<file path="config.mk">
export PLATFORM = sky130hd
export DESIGN_NAME = mux4_arbiter
export DESIGN_NICKNAME = d
export VERILOG_FILES = /design/src/rtl/mux4_arbiter_pkg.sv /design/src/rtl/arb_rr_pick.sv /design/src/rtl/mux4_arbiter.sv
export SDC_FILE = /design/constraint.sdc
export NUM_CORES = 1
export LEC_CHECK = 0
export ABC_CLOCK_PERIOD_IN_PS = 2840
export CAP_MARGIN = 25
export CELL_PAD_IN_SITES_DETAIL_PLACEMENT = 1
export CELL_PAD_IN_SITES_GLOBAL_PLACEMENT = 2
export CORE_UTILIZATION = 32
export CTS_CLUSTER_SIZE = 10
export DETAILED_ROUTE_END_ITERATION = 10
export PLACE_DENSITY = 0.8
export SLEW_MARGIN = 20
export SYNTH_ARGS = -nofsm -noshare
export SYNTH_HDL_FRONTEND = slang
export SYNTH_HIERARCHICAL = 1
export SYNTH_SLANG_ARGS = --single-unit
</file>
<file path="constraint.sdc">
create_clock -name clk -period 2.84 [get_ports clk]
set_input_delay 0.426 -clock clk [delete_from_list [all_inputs] [get_ports clk]]
set_output_delay 0.426 -clock clk [all_outputs]
set_load 0.01 [all_outputs]
</file>
<file path="src/rtl/mux4_arbiter_pkg.sv">
`default_nettype none
// ============================================================================
//  Module      : mux4_arbiter_pkg
//  Description : Shared definitions for the mux4 round-robin arbiter:
//                requester count, hold-counter width, FSM state encodings
//                and a one-hot helper.
//  Revision    : 1.0 - initial release
// ============================================================================
package mux4_arbiter_pkg;

    localparam int N_REQ  = 4;
    localparam int HOLD_W = 8;

    typedef enum logic [0:0] {
        ST_IDLE  = 1'b0,
        ST_GRANT = 1'b1
    } state_t;

    // Turn a requester index into its one-hot grant vector.
    function automatic logic [N_REQ-1:0] onehot4(input logic [1:0] idx);
        logic [N_REQ-1:0] v;
        v      = '0;
        v[idx] = 1'b1;
        return v;
    endfunction

endpackage
`default_nettype wire

</file>
<file path="src/rtl/arb_rr_pick.sv">
`default_nettype none
// ============================================================================
//  Module      : arb_rr_pick
//  Description : Combinational round-robin picker. Searches ptr, ptr+1,
//                ptr+2, ptr+3 (mod 4) over the masked requests and returns
//                the first asserted index.
//  Ports       : req  [3:0] in  - raw request vector
//                ptr  [1:0] in  - highest-priority index
//                mask [3:0] in  - requests eligible this cycle (1 = eligible)
//                win  [1:0] out - winning index (equals ptr when none)
//                any        out - at least one eligible request
//  Revision    : 1.0 - initial release
// ============================================================================
module arb_rr_pick
    import mux4_arbiter_pkg::*;
(
    input  logic [N_REQ-1:0] req,
    input  logic [1:0]       ptr,
    input  logic [N_REQ-1:0] mask,
    output logic [1:0]       win,
    output logic             any
);

    logic [N_REQ-1:0] w_cand;

    assign w_cand = req & mask;
    assign any    = |w_cand;

    // Walk from the farthest offset back to ptr so the closest candidate
    // to ptr is the last one written and therefore wins.
    always_comb begin
        win = ptr;
        for (int i = N_REQ - 1; i >= 0; i--) begin
            if (w_cand[ptr + 2'(i)]) begin
                win = ptr + 2'(i);
            end
        end
    end

endmodule
`default_nettype wire

</file>
<file path="src/rtl/mux4_arbiter.sv">
`default_nettype none
// ============================================================================
//  Module      : mux4_arbiter
//  Description : Round-robin arbiter sharing one 4:1 mux path between four
//                requesters. Holds the grant while the owner keeps its
//                request up, with an optional hold limit that hands the
//                grant on when someone else is waiting.
//  Parameters  : MAX_HOLD - max consecutive grant cycles while another
//                           requester waits (0 = never preempt), 0..255
//  Ports       : clk          in  - system clock, rising edge
//                rst_n        in  - asynchronous active-low reset
//                req      [3:0] in  - request per requester
//                gnt      [3:0] out - one-hot grant, zero when idle
//                sel      [1:0] out - mux select, current/last owner
//                busy         out - any grant active
//                hold_cnt [7:0] out - cycles current owner has held grant
//  Revision    : 1.0 - initial release
// ============================================================================
module mux4_arbiter
    import mux4_arbiter_pkg::*;
#(
    parameter int unsigned MAX_HOLD = 16
)(
    input  logic              clk,
    input  logic              rst_n,
    input  logic [N_REQ-1:0]  req,
    output logic [N_REQ-1:0]  gnt,
    output logic [1:0]        sel,
    output logic              busy,
    output logic [HOLD_W-1:0] hold_cnt
);

    localparam logic              c_preempt_en = (MAX_HOLD != 0);
    // hold_cnt value seen during the last permitted cycle of a held grant.
    localparam logic [HOLD_W-1:0] c_hold_last  =
        (MAX_HOLD == 0) ? '0 : HOLD_W'(MAX_HOLD - 1);

    state_t            r_state;
    logic [1:0]        r_ptr;
    logic [N_REQ-1:0]  r_gnt;
    logic [1:0]        r_sel;
    logic              r_busy;
    logic [HOLD_W-1:0] r_hold;

    logic [N_REQ-1:0]  w_own_oh;
    logic              w_owner_req;
    logic              w_release;
    logic              w_preempt;
    logic [1:0]        w_next_ptr;
    logic [1:0]        w_pick_ptr;
    logic [N_REQ-1:0]  w_pick_mask;
    logic [1:0]        w_win;
    logic              w_any;

    // While granted, r_sel is the owner index.
    assign w_own_oh    = onehot4(r_sel);
    assign w_owner_req = |(req & w_own_oh);
    assign w_next_ptr  = r_sel + 2'd1;

    // In GRANT the picker looks past the owner so its result is the
    // successor for both release and preempt; with the owner masked out,
    // w_any also means "somebody else is waiting".
    assign w_pick_ptr  = (r_state == ST_GRANT) ? w_next_ptr : r_ptr;
    assign w_pick_mask = (r_state == ST_GRANT) ? ~w_own_oh : {N_REQ{1'b1}};

    assign w_release = ~w_owner_req;
    assign w_preempt = c_preempt_en && (r_hold == c_hold_last)
                       && w_owner_req && w_any;

    arb_rr_pick u_pick (
        .req  (req),
        .ptr  (w_pick_ptr),
        .mask (w_pick_mask),
        .win  (w_win),
        .any  (w_any)
    );

    always_ff @(posedge clk or negedge rst_n) begin
        if (!rst_n) begin
            r_state <= ST_IDLE;
            r_ptr   <= 2'd0;
            r_gnt   <= '0;
            r_sel   <= 2'd0;
            r_busy  <= 1'b0;
            r_hold  <= '0;
        end else begin
            case (r_state)
                ST_IDLE: begin
                    // sel is left alone when nobody asks so the mux is stable.
                    if (w_any) begin
                        r_state <= ST_GRANT;
                        r_gnt   <= onehot4(w_win);
                        r_sel   <= w_win;
                        r_busy  <= 1'b1;
                        r_hold  <= '0;
                    end
                end
                ST_GRANT: begin
                    if (w_release || w_preempt) begin
                        r_ptr <= w_next_ptr;
                        if (w_any) begin
                            // Direct handover, no idle bubble.
                            r_gnt  <= onehot4(w_win);
                            r_sel  <= w_win;
                            r_hold <= '0;
                        end else begin
                            r_state <= ST_IDLE;
                            r_gnt   <= '0;
                            r_busy  <= 1'b0;
                            r_hold  <= '0;
                        end
                    end else if (r_hold != {HOLD_W{1'b1}}) begin
                        r_hold <= r_hold + HOLD_W'(1);
                    end
                end
                default: begin
                    r_state <= ST_IDLE;
                end
            endcase
        end
    end

    assign gnt      = r_gnt;
    assign sel      = r_sel;
    assign busy     = r_busy;
    assign hold_cnt = r_hold;

endmodule
`default_nettype wire
</file>
==> results_dict.tcl <==
set metrics [dict create \
    netlist.top_cell.by_area "dfrtp_1" \
    p_sw_share_pct 41.89 \
    worstMarginPinSlew_ns 0.8292 \
    die-width_um 62.72 \
    wl_um 3010 \
    clkSlewWorstSetupHoldPaths_ns 0.07 \
    wl_met3_um 169 \
    cts.sinks 18 \
    fmax_mhz 397.1 \
    coreArea_um2 3442 \
    drive_above_1_share_pct 15.86 \
    path_cells "inv_1 -> ha_1 -> nand2_1 -> a22oi_2 -> nand3_1 -> or4b_4 -> nor3_4 -> o22ai_1 -> a22o_1" \
    insertion_delay_ns 0.26 \
    ys_top_cells_by_count "18 x dfrtp_1, 13 x nand2_1, 7 x o21ai_0" \
    cts_tree "done" \
    reg2reg_from "sel[0]" \
    postRouteAntennaNets 0 \
    wl_per_cell_um 15.76 \
    synth.distinct_cells 44 \
    antenna_found_initial 0 \
    synth_edf_count 0 \
    async_flop_share_pct 100.0 \
    p_clk_share_pct 13.7 \
    nets 158 \
    maxCapViolCount 0 \
    htreeDepth 1 \
    dieArea_um2 3934 \
    r2r_slack_ns 0.32 \
    topRoutingLayerUsed "met4" \
    drt-initial-drc-count 57 \
    startpoint_type "register" \
    pwr-share-seq_pct 26.1 \
    synth-compound-area-share_pct 24.18 \
    critPathCaptureType "register" \
    postLayoutSetupSlackWorst_ns 0.3215 \
    outcome "finished, final reports clean" \
    synth_xor_area_share_pct 0 \
    wl_met1_um 1512 \
    synth_most_common_cell "dfrtp_1" \
    synthAdderAreaFrac_pct 6.363 \
    critical_path.max_stage_delay_ns 0.51 \
    syn_area_per_cell_um2 9.671 \
    die_height_um 62.72 \
    synth_ff_type "dfrtp_1" \
    start_util_pct 34.28 \
    setup_tns_ns 0 \
    diodes 0 \
    drc 0 \
    io_pins 21 \
    post-dp-hpwl_um 2310 \
    regArea_um2 450.4 \
    dpl_worst_slack_ns 0.2267 \
    min_path_type "register to register" \
    synth-seq-cells 18 \
    yosys_warnings 6 \
    post-route-period-util_pct 88.68 \
    rows 21 \
    r2r_end "gnt[0]" \
    via_count 1048 \
    io_buffers 20 \
    synth_top_area_share_pct 38.18 \
    grt_overflow_total 0 \
    clk_path_buf_depth 2 \
    critical_path_class "register to register" \
    worstHoldEndpoint "gnt[2]" \
    timing.clock.skew_ns 0.007392 \
    slew_viol_final 0 \
    synth_nets 134 \
    r2r_cells 9 \
    synth_top_family_by_area "compound AO/OA/AOI/OAI gates" \
    hold_violations 0 \
    post-cts-setup-buffers 0 \
    area_growth_syn_to_layout_pct 26.09 \
    first_global_vias 1060 \
    setup_viol 0 \
    fin_util_pct 43.22 \
    synth_area_leaders "dfrtp_1 38%, ha_1 6.4%, nand2_1 4.1%" \
    gp_congestion 0.8340 \
    slowest_stage "or4b_4" \
    hold_start "gnt[2]" \
    crit_fanout 8 \
    synth-seq-area-share_pct 38.18 \
    yosys.area_share.simple_pct 23.01 \
    cts_hold_buffers 0 \
    irDropWorstVdd_mv 0.4655 \
    synthCells 122 \
    netSwitchingPower_uw 650.4 \
    p_leak_nw 0.6420 \
    cts_resized 0 \
    met2_length_um 1281 \
    comb_power_share_pct 60.2 \
    viasPerCell 5.487 \
    cp_data_required_time_ns 2.99 \
    cts_root_buffer "clkbuf_8" \
    syn_area_um2 1180 \
    cp_data_arrival_time_ns 2.67 \
    synthMuxAreaShare_pct 4.666 \
    max-slew-margin-rel_pct 44.54 \
    dr.pass1.iters 4 \
    min_period_ns 2.519 \
    multi_input_area_um2 686.9 \
    grt_max_degree 19 \
    numCtsBuffers 3 \
    p_int_uw 902.3 \
    grt_pass1_wl_um 5237 \
    rsz0062_at_grt "false" \
    grt_use_total_pct 16.90 \
    power_density_nw_per_um2 1044 \
    nFillCells 404 \
    hold_ws_ns 0.4968 \
    min_path_cells 1 \
]
## routing by layer
layer | up-vias | global-route usage (%)
li1 | 510 | -
met4 | 0 | 5.233
met3 | 6 | 4.380
met2 | 33 | 23.10
met5 | - | 0
met1 | 499 | 25.45
## registers in the layout, indices dropped and copies added, names as in the netlist
name / flops
gnt: 4
busy: 1
sel: 2
r_ptr: 2
hold_cnt: 8
r_state: 1
## cell type report
class | instances | area share, %
Clock buffer | 4 | 3.701
Inverter | 6 | 1.514
Sequential cell | 18 | 30.28
Multi-Input combinational cell | 95 | 46.17
Timing Repair Buffer | 22 | 14.47
Tap cell | 46 | 3.869
## metrics by stage
stage               instances  power (mW)  instance area [µm²]
detailed placement        187       1.348                 1433
global route              191       1.687                 1488
global placement          187       1.330                 1433
floorplan                 122       1.011                 1180
CTS                       191       1.574                 1488
finish                    191       1.553                 1488
## kinds of logic (layout without fill, tap and decap cells)
kind of cell | after synthesis | after routing
simple gates | 47 | 47
compound gates | 37 | 37
flops | 18 | 18
buf+inv | 9 | 32
fa+ha+maj | 6 | 6
mux | 5 | 5
## cell usage in the layout, fill, tap and decap left out, types with 3 or more instances in the layout
cell type         n
clkdlybuf4s50_1  20
dfrtp_1          18
nand2_1          13
o21ai_0           7
inv_1             6
ha_1              6
nor2_1            5
nand3_1           5
mux2_2            4
o22ai_1           4
nor3_1            4
clkbuf_8          4
a21oi_1           3
or3_1             3
a22o_1            3
o2bb2ai_1         3
## worst max-delay path by stage
stage                     cells after the start  startpoint     end
after global routing                          9      sel[0]  gnt[3]
after detailed placement                      7      req[0]  gnt[0]
after global placement                        7      req[0]  gnt[0]
after floorplan                               9      sel[0]  gnt[0]
after CTS                                     9      sel[0]  gnt[0]
final                                         9      sel[0]  gnt[0]
## power by group through the flow
| stage | logic, mW | clock network, mW | registers [mW] |
|---|---|---|---|
| global placement | 0.922 | 0 | 0.408 |
| floorplan | 0.598 | 0 | 0.413 |
| detailed placement | 0.937 | 0 | 0.411 |
| finish | 0.935 | 0.212 | 0.405 |
| global route | 1.04 | 0.232 | 0.419 |
| CTS | 0.942 | 0.225 | 0.406 |
## worst max-delay path: cells and delay by family, from the launching register on
kind / cells / cell delay [ns]
and+or+nand+nor: 4 / 1.08
AOI/OAI and AO/OA: 3 / 0.56
DFF: 1 / 0.43
buffers and inverters: 1 / 0.11
adders and majority gates: 1 / 0.24
Note: power is estimated with default switching activity, not from simulation.
